`src/rtl/stepper_move_sequencer.sv`:
```
// Trapezoidal step-train sequencer for a 2-phase stepper driver: one move at a time, linear ramp, hold-current timeout.
// Optional STEPPER_POSITION_EN adds a signed step position counter with synchronous clear.
module stepper_move_sequencer #(
  parameter int CNT_W        = 24,
  parameter int STEP_W       = 16,
  parameter int START_PERIOD = 1000,
  parameter int RAMP_DEC     = 100,
  parameter int PULSE_CYC    = 10,
  parameter int SETUP_CYC    = 20,
  parameter int HOLD_CYC     = 5000,
  parameter int RUN_VREF     = 15,
  parameter int HOLD_VREF    = 4
) (
  input  logic              clk,
  input  logic              rst,
  input  logic              cmd_valid,
  output logic              cmd_ready,
  input  logic [STEP_W-1:0] cmd_steps,
  input  logic              cmd_dir,
  input  logic [CNT_W-1:0]  cmd_period,
  input  logic              abort,
  output logic              step_pulse,
  output logic              dir,
  output logic              motor_en,
  output logic [3:0]        vref_level,
  output logic              busy,
  output logic              done,
  output logic              aborted,
  output logic [STEP_W-1:0] steps_left
`ifdef STEPPER_POSITION_EN
  ,
  output logic signed [31:0] position,
  input  logic               pos_clear
`endif
);

  localparam logic [CNT_W-1:0] L_START      = CNT_W'(START_PERIOD);
  localparam logic [CNT_W-1:0] L_MIN_PERIOD = CNT_W'(2 * PULSE_CYC);
  localparam logic [CNT_W-1:0] L_PULSE_LAST = CNT_W'(PULSE_CYC - 1);
  localparam logic [CNT_W-1:0] L_SETUP_LAST = CNT_W'(SETUP_CYC - 1);
  localparam logic [CNT_W-1:0] L_HOLD_LAST  = CNT_W'(HOLD_CYC - 1);
  localparam logic [CNT_W-1:0] L_RAMP_N     = CNT_W'(RAMP_DEC);
  localparam logic [CNT_W:0]   L_RAMP_W     = (CNT_W + 1)'(RAMP_DEC);
  localparam logic [3:0]       L_RUN_VREF   = 4'(RUN_VREF);
  localparam logic [3:0]       L_HOLD_VREF  = 4'(HOLD_VREF);

  typedef enum logic [1:0] {S_IDLE, S_SETUP, S_RUN, S_HOLD} state_t;

  state_t            r_state, w_stateNext;
  logic [CNT_W-1:0]  r_cnt, r_cur, r_target;
  logic [STEP_W-1:0] r_stepsLeft, r_acc;
  logic              r_dir, r_stepPulse, r_motorEn, r_done, r_aborted, r_abortReq;
  logic [3:0]        r_vref;

  logic              w_accept, w_acceptMove, w_abortSeen;
  logic              w_setupEnd, w_periodEnd, w_holdEnd, w_issue, w_moveEnd;
  logic              w_decel, w_accInc;
  logic [CNT_W-1:0]  w_cmdTarget, w_cmdCur, w_upSat, w_downSat, w_nextCur;
  logic [CNT_W:0]    w_up, w_targetPlusRamp;

  assign cmd_ready    = (r_state == S_IDLE) || (r_state == S_HOLD);
  assign busy         = (r_state == S_SETUP) || (r_state == S_RUN);
  assign w_accept     = cmd_valid && cmd_ready;
  assign w_acceptMove = w_accept && (cmd_steps != '0);
  assign w_abortSeen  = r_abortReq || abort;
  assign w_setupEnd   = (r_state == S_SETUP) && (r_cnt == L_SETUP_LAST);
  assign w_periodEnd  = (r_state == S_RUN) && (r_cnt == (r_cur - CNT_W'(1)));
  assign w_holdEnd    = (r_state == S_HOLD) && (r_cnt == L_HOLD_LAST);
  assign w_issue      = (w_setupEnd || (w_periodEnd && (r_stepsLeft != '0))) && !w_abortSeen;
  assign w_moveEnd    = (w_setupEnd && w_abortSeen) ||
                        (w_periodEnd && (w_abortSeen || (r_stepsLeft == '0)));

  assign step_pulse = r_stepPulse;
  assign dir        = r_dir;
  assign motor_en   = r_motorEn;
  assign vref_level = r_vref;
  assign done       = r_done;
  assign aborted    = r_aborted;
  assign steps_left = r_stepsLeft;

  // Command conditioning and next-period selection; deceleration wins once the
  // remaining steps no longer cover the steps spent accelerating.
  always_comb begin
    w_cmdTarget      = (cmd_period > L_MIN_PERIOD) ? cmd_period : L_MIN_PERIOD;
    w_cmdCur         = (w_cmdTarget > L_START) ? w_cmdTarget : L_START;
    w_up             = {1'b0, r_cur} + L_RAMP_W;
    w_upSat          = (w_up > {1'b0, L_START}) ? L_START : w_up[CNT_W-1:0];
    w_targetPlusRamp = {1'b0, r_target} + L_RAMP_W;
    w_downSat        = ({1'b0, r_cur} > w_targetPlusRamp) ? (r_cur - L_RAMP_N) : r_target;
    w_decel          = (r_stepsLeft <= r_acc);
    w_nextCur        = r_cur;
    if (w_decel) begin
      w_nextCur = w_upSat;
    end else if (r_cur > r_target) begin
      w_nextCur = w_downSat;
    end
    w_accInc = !w_decel && (w_nextCur > r_target) && (r_acc != '1);
  end

  always_ff @(posedge clk or posedge rst) begin
    if (rst) begin
      r_state <= S_IDLE;
    end else begin
      r_state <= w_stateNext;
    end
  end

  always_comb begin
    w_stateNext = r_state;
    case (r_state)
      S_IDLE:  if (w_acceptMove) w_stateNext = S_SETUP;
      S_SETUP: if (w_setupEnd) w_stateNext = w_moveEnd ? S_HOLD : S_RUN;
      S_RUN:   if (w_moveEnd) w_stateNext = S_HOLD;
      S_HOLD: begin
        if (w_acceptMove) begin
          w_stateNext = S_SETUP;
        end else if (w_holdEnd) begin
          w_stateNext = S_IDLE;
        end
      end
      default: w_stateNext = S_IDLE;
    endcase
  end

  // One shared counter times the setup window, each step period and the hold window.
  always_ff @(posedge clk or posedge rst) begin
    if (rst) begin
      r_cnt       <= '0;
      r_cur       <= '0;
      r_target    <= '0;
      r_stepsLeft <= '0;
      r_acc       <= '0;
      r_dir       <= 1'b0;
      r_stepPulse <= 1'b0;
      r_motorEn   <= 1'b0;
      r_done      <= 1'b0;
      r_aborted   <= 1'b0;
      r_abortReq  <= 1'b0;
      r_vref      <= '0;
    end else begin
      r_done    <= 1'b0;
      r_aborted <= 1'b0;
      if (w_accept && (cmd_steps == '0)) begin
        r_done <= 1'b1;
      end
      if (w_acceptMove) begin
        r_dir       <= cmd_dir;
        r_stepsLeft <= cmd_steps;
        r_target    <= w_cmdTarget;
        r_cur       <= w_cmdCur;
        r_acc       <= '0;
        r_cnt       <= '0;
        r_abortReq  <= 1'b0;
        r_motorEn   <= 1'b1;
        r_vref      <= L_RUN_VREF;
      end else begin
        case (r_state)
          S_SETUP, S_RUN: begin
            if (abort) begin
              r_abortReq <= 1'b1;
            end
            if (w_issue) begin
              r_cnt       <= '0;
              r_stepPulse <= 1'b1;
              r_stepsLeft <= r_stepsLeft - STEP_W'(1);
              if (r_state == S_SETUP) begin
                r_acc <= (r_cur > r_target) ? STEP_W'(1) : '0;
              end else begin
                r_cur <= w_nextCur;
                r_acc <= r_acc + STEP_W'(w_accInc);
              end
            end else if (w_moveEnd) begin
              r_cnt      <= '0;
              r_done     <= 1'b1;
              r_aborted  <= w_abortSeen && (r_stepsLeft != '0);
              r_vref     <= L_HOLD_VREF;
              r_abortReq <= 1'b0;
            end else begin
              r_cnt <= r_cnt + CNT_W'(1);
              if ((r_state == S_RUN) && (r_cnt == L_PULSE_LAST)) begin
                r_stepPulse <= 1'b0;
              end
            end
          end
          S_HOLD: begin
            if (w_holdEnd) begin
              r_cnt     <= '0;
              r_motorEn <= 1'b0;
              r_vref    <= '0;
            end else begin
              r_cnt <= r_cnt + CNT_W'(1);
            end
          end
          default: ;
        endcase
      end
    end
  end

`ifdef STEPPER_POSITION_EN
  // A clear on the same cycle as a step edge discards that step.
  always_ff @(posedge clk or posedge rst) begin
    if (rst) begin
      position <= '0;
    end else if (pos_clear) begin
      position <= '0;
    end else if (w_issue) begin
      position <= r_dir ? (position + 32'sd1) : (position - 32'sd1);
    end
  end
`endif

endmodule

```
`config.mk`:
```
export PLATFORM = sky130hd
export DESIGN_NAME = stepper_move_sequencer
export DESIGN_NICKNAME = d
export VERILOG_FILES = /design/src/rtl/stepper_move_sequencer.sv
export SDC_FILE = /design/constraint.sdc
export NUM_CORES = 1
export LEC_CHECK = 0
export ABC_AREA = 1
export ABC_CLOCK_PERIOD_IN_PS = 14200
export BUFFER_PORTS_ARGS = -buffer_cell sky130_fd_sc_hd__buf_2
export CORE_MARGIN = 4
export CORE_UTILIZATION = 45
export CTS_CLUSTER_SIZE = 14
export DETAILED_ROUTE_END_ITERATION = 8
export PLACE_DENSITY = 0.66
export SYNTH_ARGS = -nofsm -noshare
export SYNTH_HDL_FRONTEND = slang
export SYNTH_SLANG_ARGS = --single-unit
```
`constraint.sdc`:
```
create_clock -name clk -period 14.2 [get_ports clk]
set_input_delay 0.71 -clock clk [delete_from_list [all_inputs] [get_ports clk]]
set_output_delay 0.71 -clock clk [all_outputs]
set_load 0.01 [all_outputs]
```
After elaboration in Yosys (flattened, before gate mapping):

Cells that the tools add are included.

* add/subtract/negate cells: 7
* multiply operators: 0
* divide/modulo/power cells: 0
* magnitude comparators: 7
* equality and inequality tests: 16
* shift operators: 0
* muxes and demuxes: 55
* bitwise logic cells: 1
* reduce and logical (&&, ||, !) cells: 40

Operator list (count)
* 24-bit two-way mux: 14
* 16-bit two-way mux: 7
* 24-bit by 7-bit adder with 25-bit output, second input constant: 2
* 24-bit greater-than comparator: 2
* 24-bit case mux with 2 select lines: 1
* 16-bit logical NOT: 2
* 16-bit nonzero test: 2
* 24-bit by 25-bit greater-than comparator with 1-bit output: 1
* 25-bit by 10-bit greater-than comparator with 1-bit output, second input constant: 1
* 24-bit by 1-bit adder with 24-bit output, second input constant: 1
* 24-bit by 13-bit == test with 1-bit output, second input constant: 1
* 24-bit == test: 1
* 24-bit by 4-bit == test with 1-bit output, second input constant: 1
* 24-bit by 5-bit == test with 1-bit output, second input constant: 1
* 24-bit by 10-bit greater-than comparator with 1-bit output, second input constant: 1
* 24-bit by 5-bit greater-than comparator with 1-bit output, second input constant: 1
* 24-bit by 1-bit subtractor with 24-bit output, second input constant: 1
* 24-bit by 7-bit subtractor with 24-bit output, second input constant: 1
* 1-bit two-way mux: 22
* 16-bit by 1-bit adder with 16-bit output: 1
* 16-bit <= comparator: 1
* 4-bit two-way mux: 4
* 16-bit inequality test, second input constant: 1
* 16-bit by 1-bit subtractor with 16-bit output, second input constant: 1
* 18 further kinds: 55

* register bits: 116
* latch bits: 0
* RAM bits: 0
* memory bits (read-only): 0
* input bits: 45
* logic and storage cells: 139
* memories kept: 0

Depth between registers and ports, before layout:

Gate-level depths: netlist (run 1).

* depth after elaboration: 13
* gate-level depth with buffers: 45
* mapped depth without buffers: 45

Worst setup path before layout (run 1):

No wires, ideal clock.

* path type: register to register
* start point: reg r_target[4]
* end point: reg r_acc[15]
* library setup time: 0.066 ns
* arrival: 5.590 ns
* required time: 14.134 ns
* setup slack: 8.544 ns
* stages on the path, launching flop included: 46
* clock period less this slack: 5.656 ns
* cell sequence: dfrtp_1 nand3_1 nand2_1 nand2_1 nor2_1 nand3_1 nor2_1 nand3_1 nor2_1 nand4_1 nor3_1 nand2_1 xor2_1 ha_1 inv_1 nor2_1 o21ai_0 nand2_1 [10 not listed] nand3_1 nor3_1 nand3_1 o2111ai_1 a21oi_1 nor3_1 ha_1 nand3_1 nor2_1 inv_1 nor2_1 inv_1 nor3_1 nand2_1 nor3_1 xor2_1 nand4_1 nand2_1

* longest elaborated chain between the ends: 13
* elaborated cells on any way between the ends: 14
* classes of those cells: add/sub: 2; order compare: 3; mux: 7; reduce/logical: 2

Ends and longest elaborated chain
* from (decl): RTL line 50 `logic [CNT_W-1:0] r_cnt, r_cur, r_target;`
* from (signal assigned): RTL line 149 `r_target <= w_cmdTarget;`
* 24-bit by 7-bit adder with 25-bit output: RTL line 88 `w_targetPlusRamp = {1'b0, r_target} + L_RAMP_W;`
* 24-bit by 25-bit greater-than comparator with 1-bit output: RTL line 89 `w_downSat = ({1'b0, r_cur} > w_targetPlusRamp) ? (r_cur - L_RAMP_N) : r_target;`
* 24-bit two-way mux: RTL line 89
* 24-bit two-way mux: RTL line 94 `end else if (r_cur > r_target) begin`
* 24-bit two-way mux: RTL line 92 `if (w_decel) begin`
* 24-bit greater-than comparator (*): RTL line 97 `w_accInc = !w_decel && (w_nextCur > r_target) && (r_acc != '1);`
* 1-bit logical AND (*) (2 in a row): RTL line 97
* 16-bit by 1-bit adder with 16-bit output (*): RTL line 170 `r_acc <= r_acc + STEP_W'(w_accInc);`
* 16-bit two-way mux (*): RTL line 166 `if (r_state == S_SETUP) begin`
* 16-bit two-way mux (*): RTL line 162 `if (w_issue) begin`
* 16-bit two-way mux (*): RTL line 157 `case (r_state)`
* 16-bit two-way mux (*): RTL line 146 `if (w_acceptMove) begin`
* to (signal assigned): RTL line 167 `r_acc <= (r_cur > r_target) ? STEP_W'(1) : '0;`
* to (signal assigned): RTL line 170
* to (decl): RTL line 51 `logic [STEP_W-1:0] r_stepsLeft, r_acc;`

Mark *: on every way between the ends. The rest lies on a longest branch, timed or not. The select of a mux whose other input is x is not followed.
A chain may end at the register's enable or synchronous reset.

Worst setup path after layout (run 1):

Ends and elaborated chain as after synthesis.

==> run_results.csv, run 1 <==
group,metric,value,unit
synthesis,synthAdderAreaFrac,10.8,%
cts,cts-root-buf,"sky130_fd_sc_hd__clkbuf_16",
worst_hold_path,hold_path.class,"input pin to asynchronous set/reset pin",
synthesis,synth-edff-count,0,
placement,place_ws,6.13,ns
timing,final_max_slew_viol_count,0,
drt,drt.antenna.violating_nets,0,
placement,dpl.hpwl,28500,um
timing,layout_setup_ws,5.96,ns
cts,tritoncts,"built",
synthesis,synth_compound_area_share,9.32,%
timing,fmax,121,MHz
final_layout,antenna_cells_inserted,0,
critical_path,cpMaxStageDelayCell,"sky130_fd_sc_hd__nand2_1",
cts,cts_setup_buffers,0,
synthesis,synth_cell_types,46,
synthesis,async_reset_ff_share,100,%
timing,tightest_slew,0.963,ns
synthesis,seq_area_frac_synth,24.3,%
die,die_height,169,um
drt,detail_route.drc_violations,0,
final_layout,final_nets,2024,
synthesis,yosys.area_share.xor_xnor,6.27,%
run,count_of_maximum_capacitance_violations,0,
timing,period_needed,8.24,ns
global_route,grt_start_max_net_pins,82,
timing,maxSlewHeadroom,35.8,%
cts,max-clock-path-buffers,2,
critical_path,max_stage_delay,0.70,ns
drt,routed-via-count,12200,
placement,io_buffers,71,
synthesis,average_footprint_of_a_synthesized_cell,6.34,um^2
timing,finalSetupTns,0,ns
critical_path,critPathMaxFanout,21,
global_route,grt_use_total,26.2,%
synthesis,synth_seq_cells,114,
drt,detailedRoute.firstIterationViolations,839,
global_route,number_of_global_route_vias_before_repair,11500,
cts,ctsResizeCount,0,
synthesis,synth_area_leaders,"sky130_fd_sc_hd__dfrtp_1 (24%), sky130_fd_sc_hd__nand2_1 (18%), sky130_fd_sc_hd__ha_1 (11%)",
die,fp.coreArea,25400,um^2
die,num_rows,58,
cts,numClockSinks,114,
die,die-area,28700,um^2
power,power.leakage,6.64,nW
synthesis,post_synth_instance_area,11700,um^2
synthesis,postSynthNetCount,1996,
timing,fin_crit_sh,58.0,%
global_route,antenna_violations_before_repair,0,
cts,cts.clk_slew.worst_paths,0.07,ns
power,vdd_ir_drop_max,0.158,mV
die,num_io_pins,72,
synthesis,synth_commonest_cells,"sky130_fd_sc_hd__nand2_1 (560), sky130_fd_sc_hd__inv_1 (221), sky130_fd_sc_hd__nor2_1 (175)",
timing,rsz_0062_raised_after_global_routing,"false",
power,power_per_cell_area,253,nW/um^2
drt,detail_route.first_pass.iterations,6,
cts,cts_made_buffers,17,
timing,finalSetupViolations,0,
synthesis,synth_top_family_by_area,"simple AND/OR/NAND/NOR gates",
final_layout,drive_gt1_share,7.46,%
critical_path,critPathMostFrequentCell,"sky130_fd_sc_hd__nand2_1",
critical_path,critical_path_class,"flop to flop",
final_layout,area.growth.synth_to_final,9.21,%
run_status,status,"finished clean",
critical_path,endpoint_kind,"flop",
synthesis,ys_dominant_reg_cell,"sky130_fd_sc_hd__dfrtp_1",
synthesis,synth_area_leader_cell,"sky130_fd_sc_hd__dfrtp_1",
synthesis,synth-warning-count,0,
global_route,grt_first_pass_wirelength,60500,um
timing,clock-skew-final,0.0214,ns
critical_path,cp_data_arrival_time,8.61,ns
timing,finalHoldViolCount,0,
critical_path,crit_family,"simple AND/OR/NAND/NOR gates",
synthesis,synthSimpleGateAreaFrac,38.6,%
drt,drt-vias-per-instance,5.47,
cts,h-tree-depth,4,
synthesis,synth_top_area_share,24.3,%
drt,drt-wirelength-per-cell,16.9,um
synthesis,multiplexer_share_of_the_synthesized_area,0.565,%
drt,drt_wl_total,37500,um
critical_path,cp.required,14.57,ns
cts,cts_hold_buf,0,
die,die_w,169,um
final_layout,n_fill_cell,2647,
cts,insertion_delay,0.43,ns
synthesis,synth_cells,1850,
global_route,grt-ovfl-total,0,
die,start_util,46.2,%
critical_path,startpoint_type,"flop",
synthesis,synthMostInstantiatedCell,"sky130_fd_sc_hd__nand2_1",
placement,gp_routability_congestion,0.958,
critical_path,worst-path-buf-inv,6,
worst reg2reg max path: cells and delay by family, from the launching register on:
kind / cells / cell delay (ns)
DFF: 1 / 0.42
and+or+nand+nor: 31 / 5.53
AOI/OAI and AO/OA: 3 / 0.43
xor gates and xnor gates: 2 / 0.31
adders and majority gates: 3 / 0.91
buffers and inverters: 6 / 0.61
cells in the final DEF (no fill, tap or decap), types with 5 or more instances in the layout:
cell / Yosys / final
sky130_fd_sc_hd__inv_1: 221 / 220
sky130_fd_sc_hd__nor3_1: 34 / 34
sky130_fd_sc_hd__xnor2_1: 10 / 10
sky130_fd_sc_hd__ha_1: 101 / 101
sky130_fd_sc_hd__and2_1: 9 / 9
sky130_fd_sc_hd__a21oi_1: 57 / 57
sky130_fd_sc_hd__xor2_1: 74 / 74
sky130_fd_sc_hd__clkbuf_16: 0 / 17
sky130_fd_sc_hd__mux2_2: 5 / 5
sky130_fd_sc_hd__nor2_4: 6 / 6
sky130_fd_sc_hd__o21ai_0: 107 / 107
sky130_fd_sc_hd__o21ai_1: 6 / 6
sky130_fd_sc_hd__and3_1: 5 / 5
sky130_fd_sc_hd__nor2_2: 8 / 8
sky130_fd_sc_hd__nor2_1: 175 / 175
sky130_fd_sc_hd__buf_2: 23 / 71
sky130_fd_sc_hd__inv_6: 0 / 5
sky130_fd_sc_hd__nand3b_1: 9 / 9
sky130_fd_sc_hd__nand2_1: 560 / 560
sky130_fd_sc_hd__nor4_1: 12 / 12
sky130_fd_sc_hd__nand4_1: 51 / 51
sky130_fd_sc_hd__nand3_1: 168 / 167
sky130_fd_sc_hd__dfrtp_1: 114 / 114
sky130_fd_sc_hd__o22ai_1: 11 / 11
routing by layer:
layer | GRT usage [%] | vias to the layer above | share of wire, %
li1 | - | 6061 | -
met1 | 34.8 | 5654 | 45
met2 | 43.3 | 365 | 46
met3 | 4.19 | 75 | 5.8
met4 | 9.59 | 0 | 3.2
met5 | 0 | - | 0
through the flow:
step / util [%] / cell area [um^2] / total power [W] / instances / hold WS (ns)
6_report: 50.4 / 12800 / 0.00324 / 2221 / 0.360
5_1_grt: 50.4 / 12800 / 0.00358 / 2221 / 0.415
4_1_cts: 50.4 / 12800 / 0.00322 / 2221 / 0.393
3_5_place_dp: 48.1 / 12200 / 0.00276 / 2189 / 0.456
3_3_place_gp: 48.1 / 12200 / 0.00273 / 2189 / 0.458
2_1_floorplan: - / 11700 / 0.00216 / 1850 / 0.454
final timing paths:
path,from,endpoint,slack (ns),depth (start not counted)
hold reg to reg,vref_level[2],vref_level[2],0.47,2
max in group asynchronous,rst,r_target[23],12.49,3
hold / removal,rst,step_pulse,0.36,2
setup / recovery,r_target[4],r_acc[15],5.96,45
min in group clk,vref_level[2],vref_level[2],0.47,2
setup reg to reg,r_target[4],r_acc[15],5.96,45
state kept, by name, summed over array words and instances, names as in the netlist:
register,count
r_abortReq,1
step_pulse,1
aborted,1
r_cnt,24
r_state,2
r_acc,16
steps_left,16
vref_level,2
r_cur,24
done,1
r_target,24
dir,1
motor_en,1
where the power goes:
group	switching [W]	internal (W)
registers	0.000212	0.000429
logic	0.00143	0.000706
clock network	0.000192	0.000265
kinds of logic after synthesis:
kind of cell               after synthesis
muxes                                    6
and+or+nand+nor                       1048
adders and majority gates              101
AOI/OAI and AO/OA                      204
buffers and inverters                  293
xor gates and xnor gates                84
DFF                                    114
cell type report:
cell class | count | area, um^2 | area share (%)
Clock buffer | 18 | 429 | 3.35
Clock inverter | 14 | 170 | 1.33
Inverter | 227 | 860 | 6.71
Multi-Input combinational cell | 1443 | 7700 | 60.1
Sequential cell | 114 | 2850 | 22.3
Tap cell | 330 | 413 | 3.22
Timing Repair Buffer | 75 | 385 | 3.01
Note: power is estimated with default switching activity, not from simulation.
==> run 2: changes to the inputs <==
Settings changed: ABC_CLOCK_PERIOD_IN_PS 14200 to 7800.
Clock period 14.2 ns to 7.8 ns, I/O delays scaled along.
==> run_results.csv, run 2 (synthesized netlist as in run 1, its figures left out) <==
group,metric,value,unit
run_status,status,"finished clean",
placement,place_ws,0.791,ns
die,fp.coreArea,25400,um^2
drt,routed-via-count,12100,
timing,worst_hold_slack,0.127,ns
cts,cts-root-buf,"sky130_fd_sc_hd__clkbuf_16",
critical_path,cp.required,8.16,ns
die,die_w,169,um
die,die_height,169,um
timing,maxSlewHeadroom,33.8,%
placement,gp_routability_congestion,0.991,
critical_path,max_stage_delay,0.41,ns
timing,final_max_slew_viol_count,0,
critical_path,critical_path_class,"flop to flop",
critical_path,cp_data_arrival_time,7.26,ns
global_route,grt-ovfl-total,0,
final_layout,final_cell_mix,"sky130_fd_sc_hd__nand2_1 (560), sky130_fd_sc_hd__inv_1 (220), sky130_fd_sc_hd__nor2_1 (175)",
critical_path,endpoint_kind,"flop",
cts,insertion_delay,0.44,ns
timing,layout_setup_ws,0.904,ns
cts,cts_hold_buf,0,
power,power.leakage,6.65,nW
timing,fmax,145,MHz
die,start_util,46.2,%
global_route,grt_first_pass_wirelength,60600,um
power,vdd_ir_drop_max,0.467,mV
critical_path,critPathMaxFanout,20,
timing,finalHoldViolCount,0,
global_route,number_of_global_route_vias_before_repair,11500,
placement,dpl.hpwl,28600,um
cts,cts.clk_slew.worst_paths,0.07,ns
timing,finalSetupViolations,0,
final_layout,area.growth.synth_to_final,9.54,%
die,num_rows,58,
final_layout,antenna_cells_inserted,0,
cts,numClockSinks,114,
power,power_per_cell_area,459,nW/um^2
final_layout,n_fill_cell,2680,
placement,postPlaceCellArea,12200,um^2
cts,tritoncts,"built",
die,die-area,28700,um^2
cts,cts_made_buffers,17,
drt,detailedRoute.firstIterationViolations,872,
run,count_of_maximum_capacitance_violations,0,
drt,drt_wl_total,37600,um
worst_hold_path,hold_path.class,"input pin to asynchronous set/reset pin",
placement,io_buffers,71,
global_route,grt_use_total,26.4,%
final_layout,drive_gt1_share,7.81,%
final_layout,final_nets,2029,
final_layout,mostFrequentLayoutCell,"sky130_fd_sc_hd__nand2_1",
drt,drt-wirelength-per-cell,16.9,um
timing,finalSetupTns,0,ns
timing,rsz_0062_raised_after_global_routing,"false",
die,num_io_pins,72,
drt,drt.antenna.violating_nets,0,
critical_path,startpoint_type,"flop",
cts,h-tree-depth,4,
drt,detail_route.drc_violations,0,
drt,detail_route.first_pass.iterations,5,
timing,fin_crit_sh,88.4,%
final_layout,biggestRegsByFlops,"r_cnt x24, r_cur x24, r_target x24",
drt,drt-vias-per-instance,5.45,
timing,tightest_slew,0.993,ns
critical_path,cpMaxStageDelayCell,"sky130_fd_sc_hd__dfrtp_1",
placement,post-place-cells,2194,
global_route,grt_start_max_net_pins,89,
final_layout,design_area,12800,um^2
timing,clock-skew-final,0.0193,ns
final_layout,finish.cell_count_without_fillers,2225,
cts,max-clock-path-buffers,2,
global_route,antenna_violations_before_repair,0,
timing,period_needed,6.90,ns
## run 2: cell types whose count changed in the layout (fill, tap and decap cells not counted), sizes merged
| cell | previous run | this run |
|---|---|---|
| buf | 75 | 80 |
| inv | 233 | 230 |
| clkinvlp | 2 | 4 |
## run 2: path summary, 6_finish.rpt
kind / start / to / slack [ns] / cells past startpoint
min in group clk: cmd_dir / dir / 0.16 / 3
max in group asynchronous: rst / r_cur[23] / 6.41 / 3
max: r_target[3] / r_acc[15] / 0.90 / 43
max reg2reg: r_target[3] / r_acc[15] / 0.90 / 43
min reg2reg: step_pulse / step_pulse / 0.48 / 2
min: rst / done / 0.13 / 2
## run 2: what timing repair did
| action | 4_1_cts | 5_1_grt |
|---|---|---|
| resized for setup | 0 | 2 |
| setup endpoints to repair | 0 | 4 |
| buffers inserted | 0 | 0 |
## run 2: where the power goes
group	leakage [nW]	internal, W	switching, W	total [W]
sequential	1.48	0.000782	0.000382	0.00116
combinational	4.90	0.00131	0.00262	0.00392
clock	0.276	0.000483	0.000331	0.000814
## run 2: cell type report
| class | count | area [um^2] | area share, % |
|---|---|---|---|
| Multi-Input combinational cell | 1443 | 7710 | 60.0 |
| Sequential cell | 114 | 2850 | 22.2 |
| Inverter | 227 | 860 | 6.69 |
| Timing Repair Buffer | 80 | 423 | 3.29 |
| Clock inverter | 13 | 151 | 1.18 |
| Tap cell | 330 | 413 | 3.21 |
| Clock buffer | 18 | 439 | 3.42 |
## run 2: routing by layer
| layer | wire (um) | vias to the layer above | GRT usage [%] |
|---|---|---|---|
| met1 | 16600 | 5595 | 35.6 |
| met3 | 2630 | 53 | 4.24 |
| met2 | 17500 | 403 | 43.8 |
| met4 | 918 | 0 | 7.98 |
| met5 | 0 | - | 0 |
| li1 | - | 6071 | - |
## run 2: per-stage QoR
stage                     utilization (%)  power [W]
after floorplan                         -    0.00394
after global placement               48.2    0.00499
after detailed placement             48.2    0.00503
after CTS                            50.5    0.00587
after global routing                 50.6    0.00653
final                                50.6    0.00590
## run 2: worst max-delay path, delay by kind of cell, from the launching register on
kind,cells,cell delay [ns]
DFF,1,0.41
AOI/OAI and AO/OA,3,0.33
buffers and inverters,7,0.92
xor gates and xnor gates,2,0.31
adders and majority gates,3,0.84
and+or+nand+nor,28,4.00
